File: config.mk
export PLATFORM = sky130hd
export DESIGN_NAME = rijndael_inv_shiftrows_serial
export DESIGN_NICKNAME = d
export VERILOG_FILES = /design/src/rtl/rijndael_inv_shiftrows_serial.sv
export SDC_FILE = /design/constraint.sdc
export NUM_CORES = 1
export LEC_CHECK = 0
export CORE_MARGIN = 2
export CORE_UTILIZATION = 35
export CTS_BUF_LIST = sky130_fd_sc_hd__clkbuf_4 sky130_fd_sc_hd__clkbuf_8 sky130_fd_sc_hd__clkbuf_16
export DETAILED_ROUTE_END_ITERATION = 8
export PLACE_DENSITY_LB_ADDON = 0.25
export SETUP_SLACK_MARGIN = 0.05
export SLEW_MARGIN = 20
export SYNTH_ARGS = -nofsm -noshare
export SYNTH_HDL_FRONTEND = slang
export SYNTH_SLANG_ARGS = --single-unit
File: constraint.sdc
create_clock -name clk_i -period 5.35 [get_ports clk_i]
set_input_delay 1.3375 -clock clk_i [delete_from_list [all_inputs] [get_ports clk_i]]
set_output_delay 1.3375 -clock clk_i [all_outputs]
set_load 0.005 [all_outputs]
File: src/rtl/rijndael_inv_shiftrows_serial.sv
// rtl/rijndael_inv_shiftrows_serial.sv - byte-serial Rijndael InvShiftRows with valid/ready streams
module rijndael_inv_shiftrows_serial #(
   parameter int NB = 4
) (
   input  logic       clk_i,
   input  logic       rst_ni,
   input  logic       clear_i,
   input  logic [7:0] in_data_i,
   input  logic       in_valid_i,
   output logic       in_ready_o,
   output logic [7:0] out_data_o,
   output logic       out_valid_o,
   input  logic       out_ready_i,
   output logic       out_last_o,
   output logic       busy_o
);

   localparam int NBYTES = 4 * NB;
   localparam int CW     = $clog2(NBYTES);
   localparam logic [CW-1:0] LAST = CW'(NBYTES - 1);

   if (!(NB == 4 || NB == 6 || NB == 8)) begin : g_bad_nb
      $error("rijndael_inv_shiftrows_serial: NB must be 4, 6 or 8");
   end

   typedef enum logic {FILL, DRAIN} state_t;

   state_t        state;
   logic [CW-1:0] in_cnt;
   logic [CW-1:0] out_cnt;
   logic [7:0]    state_buf [NBYTES];
   logic [CW-1:0] src;

   // Buffer position holding output byte k: row j moves right by SHIFT[j] on
   // decryption, so the source column is (col - SHIFT[j]) mod NB.
   function automatic logic [CW-1:0] src_idx(input logic [CW-1:0] k);
      int col;
      int row;
      int sh;
      col = int'(k) / 4;
      row = int'(k) % 4;
      sh  = (NB == 8 && row >= 2) ? row + 1 : row;
      return CW'(4 * ((col - sh + NB) % NB) + row);
   endfunction

   // Fill/drain sequencer: counters, buffer writes and phase change.
   always_ff @(posedge clk_i or negedge rst_ni) begin
      if (!rst_ni) begin
         state   <= FILL;
         in_cnt  <= '0;
         out_cnt <= '0;
         for (int i = 0; i < NBYTES; i++) begin
            state_buf[i] <= 8'h00;
         end
      end else if (clear_i) begin
         state   <= FILL;
         in_cnt  <= '0;
         out_cnt <= '0;
      end else begin
         case (state)
            FILL: begin
               if (in_valid_i) begin
                  state_buf[in_cnt] <= in_data_i;
                  if (in_cnt == LAST) begin
                     in_cnt <= '0;
                     state  <= DRAIN;
                  end else begin
                     in_cnt <= in_cnt + 1'b1;
                  end
               end
            end
            DRAIN: begin
               if (out_ready_i) begin
                  if (out_cnt == LAST) begin
                     out_cnt <= '0;
                     state   <= FILL;
                  end else begin
                     out_cnt <= out_cnt + 1'b1;
                  end
               end
            end
            default: state <= FILL;
         endcase
      end
   end

   // Output byte is read straight from the buffer through the inverse mapping.
   always_comb begin
      src = src_idx(out_cnt);
   end

   assign out_data_o  = state_buf[src];
   assign in_ready_o  = (state == FILL);
   assign out_valid_o = (state == DRAIN);
   assign busy_o      = (state == DRAIN);
   assign out_last_o  = (state == DRAIN) && (out_cnt == LAST);

endmodule

After elaboration in Yosys (flattened, before gate mapping). Cells that the tools add are included.

Bits in registers: 137. Output and inout port bits: 12.

$add $sub $neg: 5. Magnitude comparators: 3. Equal/unequal tests: 3. Mux-type cells: 20. Bitwise operators: 4. Reduce and logical (&&, ||, !) cells: 8.

Operators with widths (count): bitwise mux 128 bit (1); binary-select mux 8 bit (select 4 bit) (1); demux 8 bit (select 4 bit) (1); 2-to-1 mux 4 bit (8); 2-to-1 mux 8 bit (3); >= comparator 5 bit, second input constant (2); NOT 4 -> 5 bit (2); adder 4 x 1 -> 4 bit, second input constant (2); equality test 4 bit, second input constant (2); nonzero test 2 bit (3); less-than comparator 5 x 1 -> 1 bit, second input constant (1); 2-to-1 mux 1 bit (5); adder 4 x 3 -> 4 bit (1); AND reduction 2 bit (2); AND reduction 3 bit (1); adder 2 x 1 -> 2 bit, second input constant (1); logical AND 1 bit (2); != test 2 bit, second input constant (1); NOT 1 bit (2); one-hot mux 1 bit (2 select lines) (1); subtractor 2 bit (1).

Longest topological paths before layout.
Depth in word-level cells: 7. Gate-level depth with buffers: 8. Depth with buffers taken out: 6.

Worst setup path before layout. Ideal clock, no wire load.

Path type: register to output. From: reg out_cnt[2]. To: out out_data_o[3]. Arrival: 1.667 ns. Setup slack: 2.346 ns. Stages on the path, launching flop included: 9. Path through: dfrtp_1 > inv_1 > ha_1 > clkbuf_1 > nor2b_1 > buf_1 > a22oi_1 > o311a_1 > a21o_1.

Cells in the longest elaborated chain, start to end: 7.

Ends and longest elaborated chain: from (decl) (RTL line 30) `logic [CW-1:0] out_cnt;`; from (signal assigned) (RTL line 78) `out_cnt <= out_cnt + 1'b1;`; subtractor 2 bit (RTL line 43) `return CW'(4 * ((col - sh + NB) % NB) + row);`; adder 2 x 1 -> 2 bit (RTL line 43); adder 4 x 3 -> 4 bit (RTL line 43); NOT 4 -> 5 bit (implied by the code) (RTL line 92) `assign out_data_o = state_buf[src];`; binary-select mux 8 bit (select 4 bit) (RTL line 92); 2-to-1 mux 8 bit (implied by the code) (2 in series) (RTL line 92); to (decl) (RTL line 11) `output logic [7:0] out_data_o,`.

No other way between the ends. The select of a mux whose other input is x is not followed.

Worst setup path in the final report.
From: reg out_cnt[0]. To: out out_data_o[7].

Cells in the longest elaborated chain, start to end: 7.

Ends and longest elaborated chain (RTL line): subtractor 2 bit (43); adder 2 x 1 -> 2 bit (43); adder 4 x 3 -> 4 bit (*) (43); NOT 4 -> 5 bit (implied by the code) (*) (92); binary-select mux 8 bit (select 4 bit) (*) (92); 2-to-1 mux 8 bit (implied by the code) (*) (2 in series) (92).

Every way passes the cells marked *; elsewhere a longest branch is shown, timed or not. The select of a mux whose other input is x is not followed.

==> summary.txt <==
Outcome
  • Status: completed

Die
  • Die ar.: about 0.02 mm^2
  • Die H: roughly 140 um
  • FP Rows: 50
  • Initial Util: a little over a third
  • I/O pins: 25
  • Core Region: ~0.019 mm^2
  • Die Wd: approximately 140 um

STA
  • Max Clock Skew: between 0.007 and 0.008 ns
  • Maximum clock frequency: ~230 MHz
  • Max-Slew Margin vs Limit: 36.0%
  • Ratio of final minimum period to clock period: roughly 80%
  • Setup Viol. Count Final: 0
  • RSZ-0062 raised after global routing: no
  • Max-slew violations: 0
  • Worst slew pin tran: just under 1 ns
  • Total negative slack: 0 ns
  • Fin crit period: about 4.4 ns
  • Fin. Hold Viols: 0

Synth
  • Mapped Cells: ~480
  • Top cells by area, synth: dfrtp_1 (51%), mux2_2 (22%), mux4_2 (5.3%)
  • Cell with the most instances after synthesis: dfrtp_1
  • Top-area cell type share of the netlist area: ~51%
  • Fraction of registers with async set/reset: 100%
  • Seq cells post-synth: between 100 and 150
  • Compound-Gate Fraction of Synth Area: under 10%
  • Top FF cell, synth: dfrtp_1
  • Ys Warns: 0
  • Adder-Cell Fraction of Synth Area: 1.11%
  • Synth area leader: dfrtp_1
  • Post-synthesis xor/xnor area fraction: less than 1%
  • Cell variety after synth: 39
  • Simple logic cell fraction of the synthesized area: between 7 and 8%
  • Syn Std Cell Area: 0.00675 mm^2
  • Register area share after synthesis: between 50% and 60%
  • Combinational family with the most area after synthesis: multiplexers
  • Commonest cells post-synth: dfrtp_1 (137), mux2_2 (133), nand2_1 (25), mux2i_1 (18), a21oi_1 (17)
  • Synthesized Nets: between 400 and 500
  • EDFF count, synth: 0
  • Mux cell area share after synthesis: about a third
  • Avg Inst Size Synth: 14.1 um^2

Critical path
  • Critical Path Start Type: flop
  • Crit path capture type: output pin
  • CP Class: reg -> out
  • Flop-to-flop setup slack: approximately 3.3 ns
  • Reg2reg start: out_cnt[0]
  • WP data arrival: slightly above 3 ns
  • Crit-path max FO: 25
  • R2r worst-path depth: 6
  • CP required: 4.01 ns
  • R2r endpoint: out_cnt[0]

Power and ir drop
  • Post-route total power: ~0.0026 W
  • Net Sw Frac: 22.4%
  • Seq pwr share: a little over two fifths
  • Leak Pwr: about 3.5 nW
  • Sw power: between 0.0005 and 0.0006 W
  • Clock power frac: between 40% and 50%
  • PwrDens: 331 mW/mm^2
  • IR drop worst, VDD: 0.000184 V
  • Logic pwr share: 8.9%
  • Internal power: about 0.002 W

Clocking
  • Clock root buffer master: clkbuf_16
  • Post-CTS Hold Buffers: 0
  • CTS tree: done
  • Clock Pin Slew Worst Setup and Hold Paths: approximately 0.060 ns
  • Htree depth: 4
  • Clock network latency to the later pin of the worst-skew pair: about 0.42 ns
  • Postcts setup bufs: 0
  • CTS Buf Count: 17
  • CTS resizes: 0
  • Clock buffer depth: 2
  • CTS Sinks: around 140

Place
  • Gp weighted congestion: ~0.73
  • Placed cells: ~740
  • Final HPWL DP: around 9500 um
  • Port bufs: 24

Final layout
  • # nets final: 516
  • Fin util: approximately two fifths
  • # diodes: 0
  • Synthesis-to-finish area growth: 15.9%
  • Layout cells sized above 1: 42.4%
  • Fillers: around 1,700
  • Fin cells: 770

Detailed routing
  • Initial DRT Pass Iterations: 4
  • ANT nets after route: 0
  • Number of DRC markers in iteration 0: 173
  • Wire length per cell: around 19 um
  • Drc violations: 0
  • Vias: 3,876
  • Routed WL: 14,500 um
  • Via density: about 5.0

GRT
  • First-pass GRT wire length: approximately 24,000 um
  • Grt ovf: 0
  • GRT Resource Usage Total: roughly 16%
  • Largest net degree at the start of global routing: approximately 110
  • Initial antenna violation count: 0
  • Vias in the first global route: between 4,000 and 5,000

Min path
  • Worst Hold Path EP: state_buf[104]
  • Hold path depth: 1
  • HP Class: reg -> reg
  • Startpoint of the worst hold path: state_buf[104]

Run
  • Max cap viols: 0
==> registers in the layout, indices dropped and copies added (netlist names) <==
name       cells
out_cnt        4
state_buf    128
busy_o         1
in_cnt         4
==> through the flow <==
step	hold WS [ns]	instance area (um^2)	setup WS [ns]
after detailed placement	0.490	7210	1.40
final	0.498	7830	0.955
after CTS	0.504	7830	0.939
after global routing	0.513	7830	0.822
after floorplan	0.474	6750	2.35
after global placement	0.482	7210	1.45
==> worst max path at each step <==
stage / startpoint / end / slack [ns]
2_1_floorplan: out_cnt[2] / out_data_o[3] / 2.35
3_3_place_gp: out_cnt[0] / out_data_o[5] / 1.45
3_5_place_dp: out_cnt[0] / out_data_o[7] / 1.40
4_1_cts: out_cnt[0] / out_data_o[7] / 0.94
5_1_grt: out_cnt[0] / out_data_o[7] / 0.82
6_report: out_cnt[0] / out_data_o[7] / 0.96
==> critical path, cell delays in order, from the launching register on <==
cell	delay [ns]
dfrtp_2	0.58
ha_1	0.38
buf_4	0.30
and2_1	0.41
a22oi_1	0.14
o311a_1	0.18
a21o_1	0.19
clkdlybuf4s50_1	0.44
==> cell families (layout without fill, tap and decap cells) <==
group / count (synthesis) / in the layout
AO/OA/AOI/OAI: 50 / 50
XOR/XNOR: 4 / 4
flip-flops: 137 / 137
AND/OR/NAND/NOR: 69 / 69
buffers and inverters: 37 / 68
multiplexers: 176 / 176
adder cells (fa/ha/maj): 6 / 6
==> layout make-up <==
cell class	count	area, um^2	area share [%]
flip-flops and latches	137	3430	43.8
multi-input cells	305	3130	39.9
clock buffers	21	480	6.14
well taps	260	325	4.15
repair buffers	30	299	3.82
clock inverters	11	144	1.84
inverters	6	22.5	0.288
==> power by group through the flow <==
stage	Combinational, W	Sequential, W	Clock, W
2_1_floorplan	0.000144	0.00114	0
3_3_place_gp	0.000229	0.00115	0
3_5_place_dp	0.000235	0.00116	0
4_1_cts	0.000235	0.00114	0.00125
5_1_grt	0.000254	0.00115	0.00129
6_report	0.000230	0.00114	0.00123
==> placed cells by master (no fill, tap or decap), types with 6 or more instances in the layout <==
| master | count |
|---|---|
| dfrtp_1 | 135 |
| mux2_2 | 133 |
| nand2_1 | 25 |
| clkdlybuf4s50_1 | 23 |
| mux2i_1 | 18 |
| a21oi_1 | 17 |
| clkbuf_16 | 17 |
| mux4_2 | 16 |
| nor2_1 | 11 |
| nand3_4 | 10 |
| mux2_4 | 9 |
| a22oi_1 | 8 |
| a211o_1 | 7 |
| o311a_1 | 7 |
| a21o_1 | 7 |
| ha_1 | 6 |
==> per-layer routing <==
metal  part of all wire [%]  GRT usage [%]  wire, um  vias to the layer above
li1                       -              -         -                     1792
met1                     47           20.4      6890                     2032
met2                     48           25.1      7010                       36
met3                    2.4           3.86       352                       16
met4                    1.8           5.63       259                        0
met5                      0              0         0                        -
(Power assumes the default switching activity.)
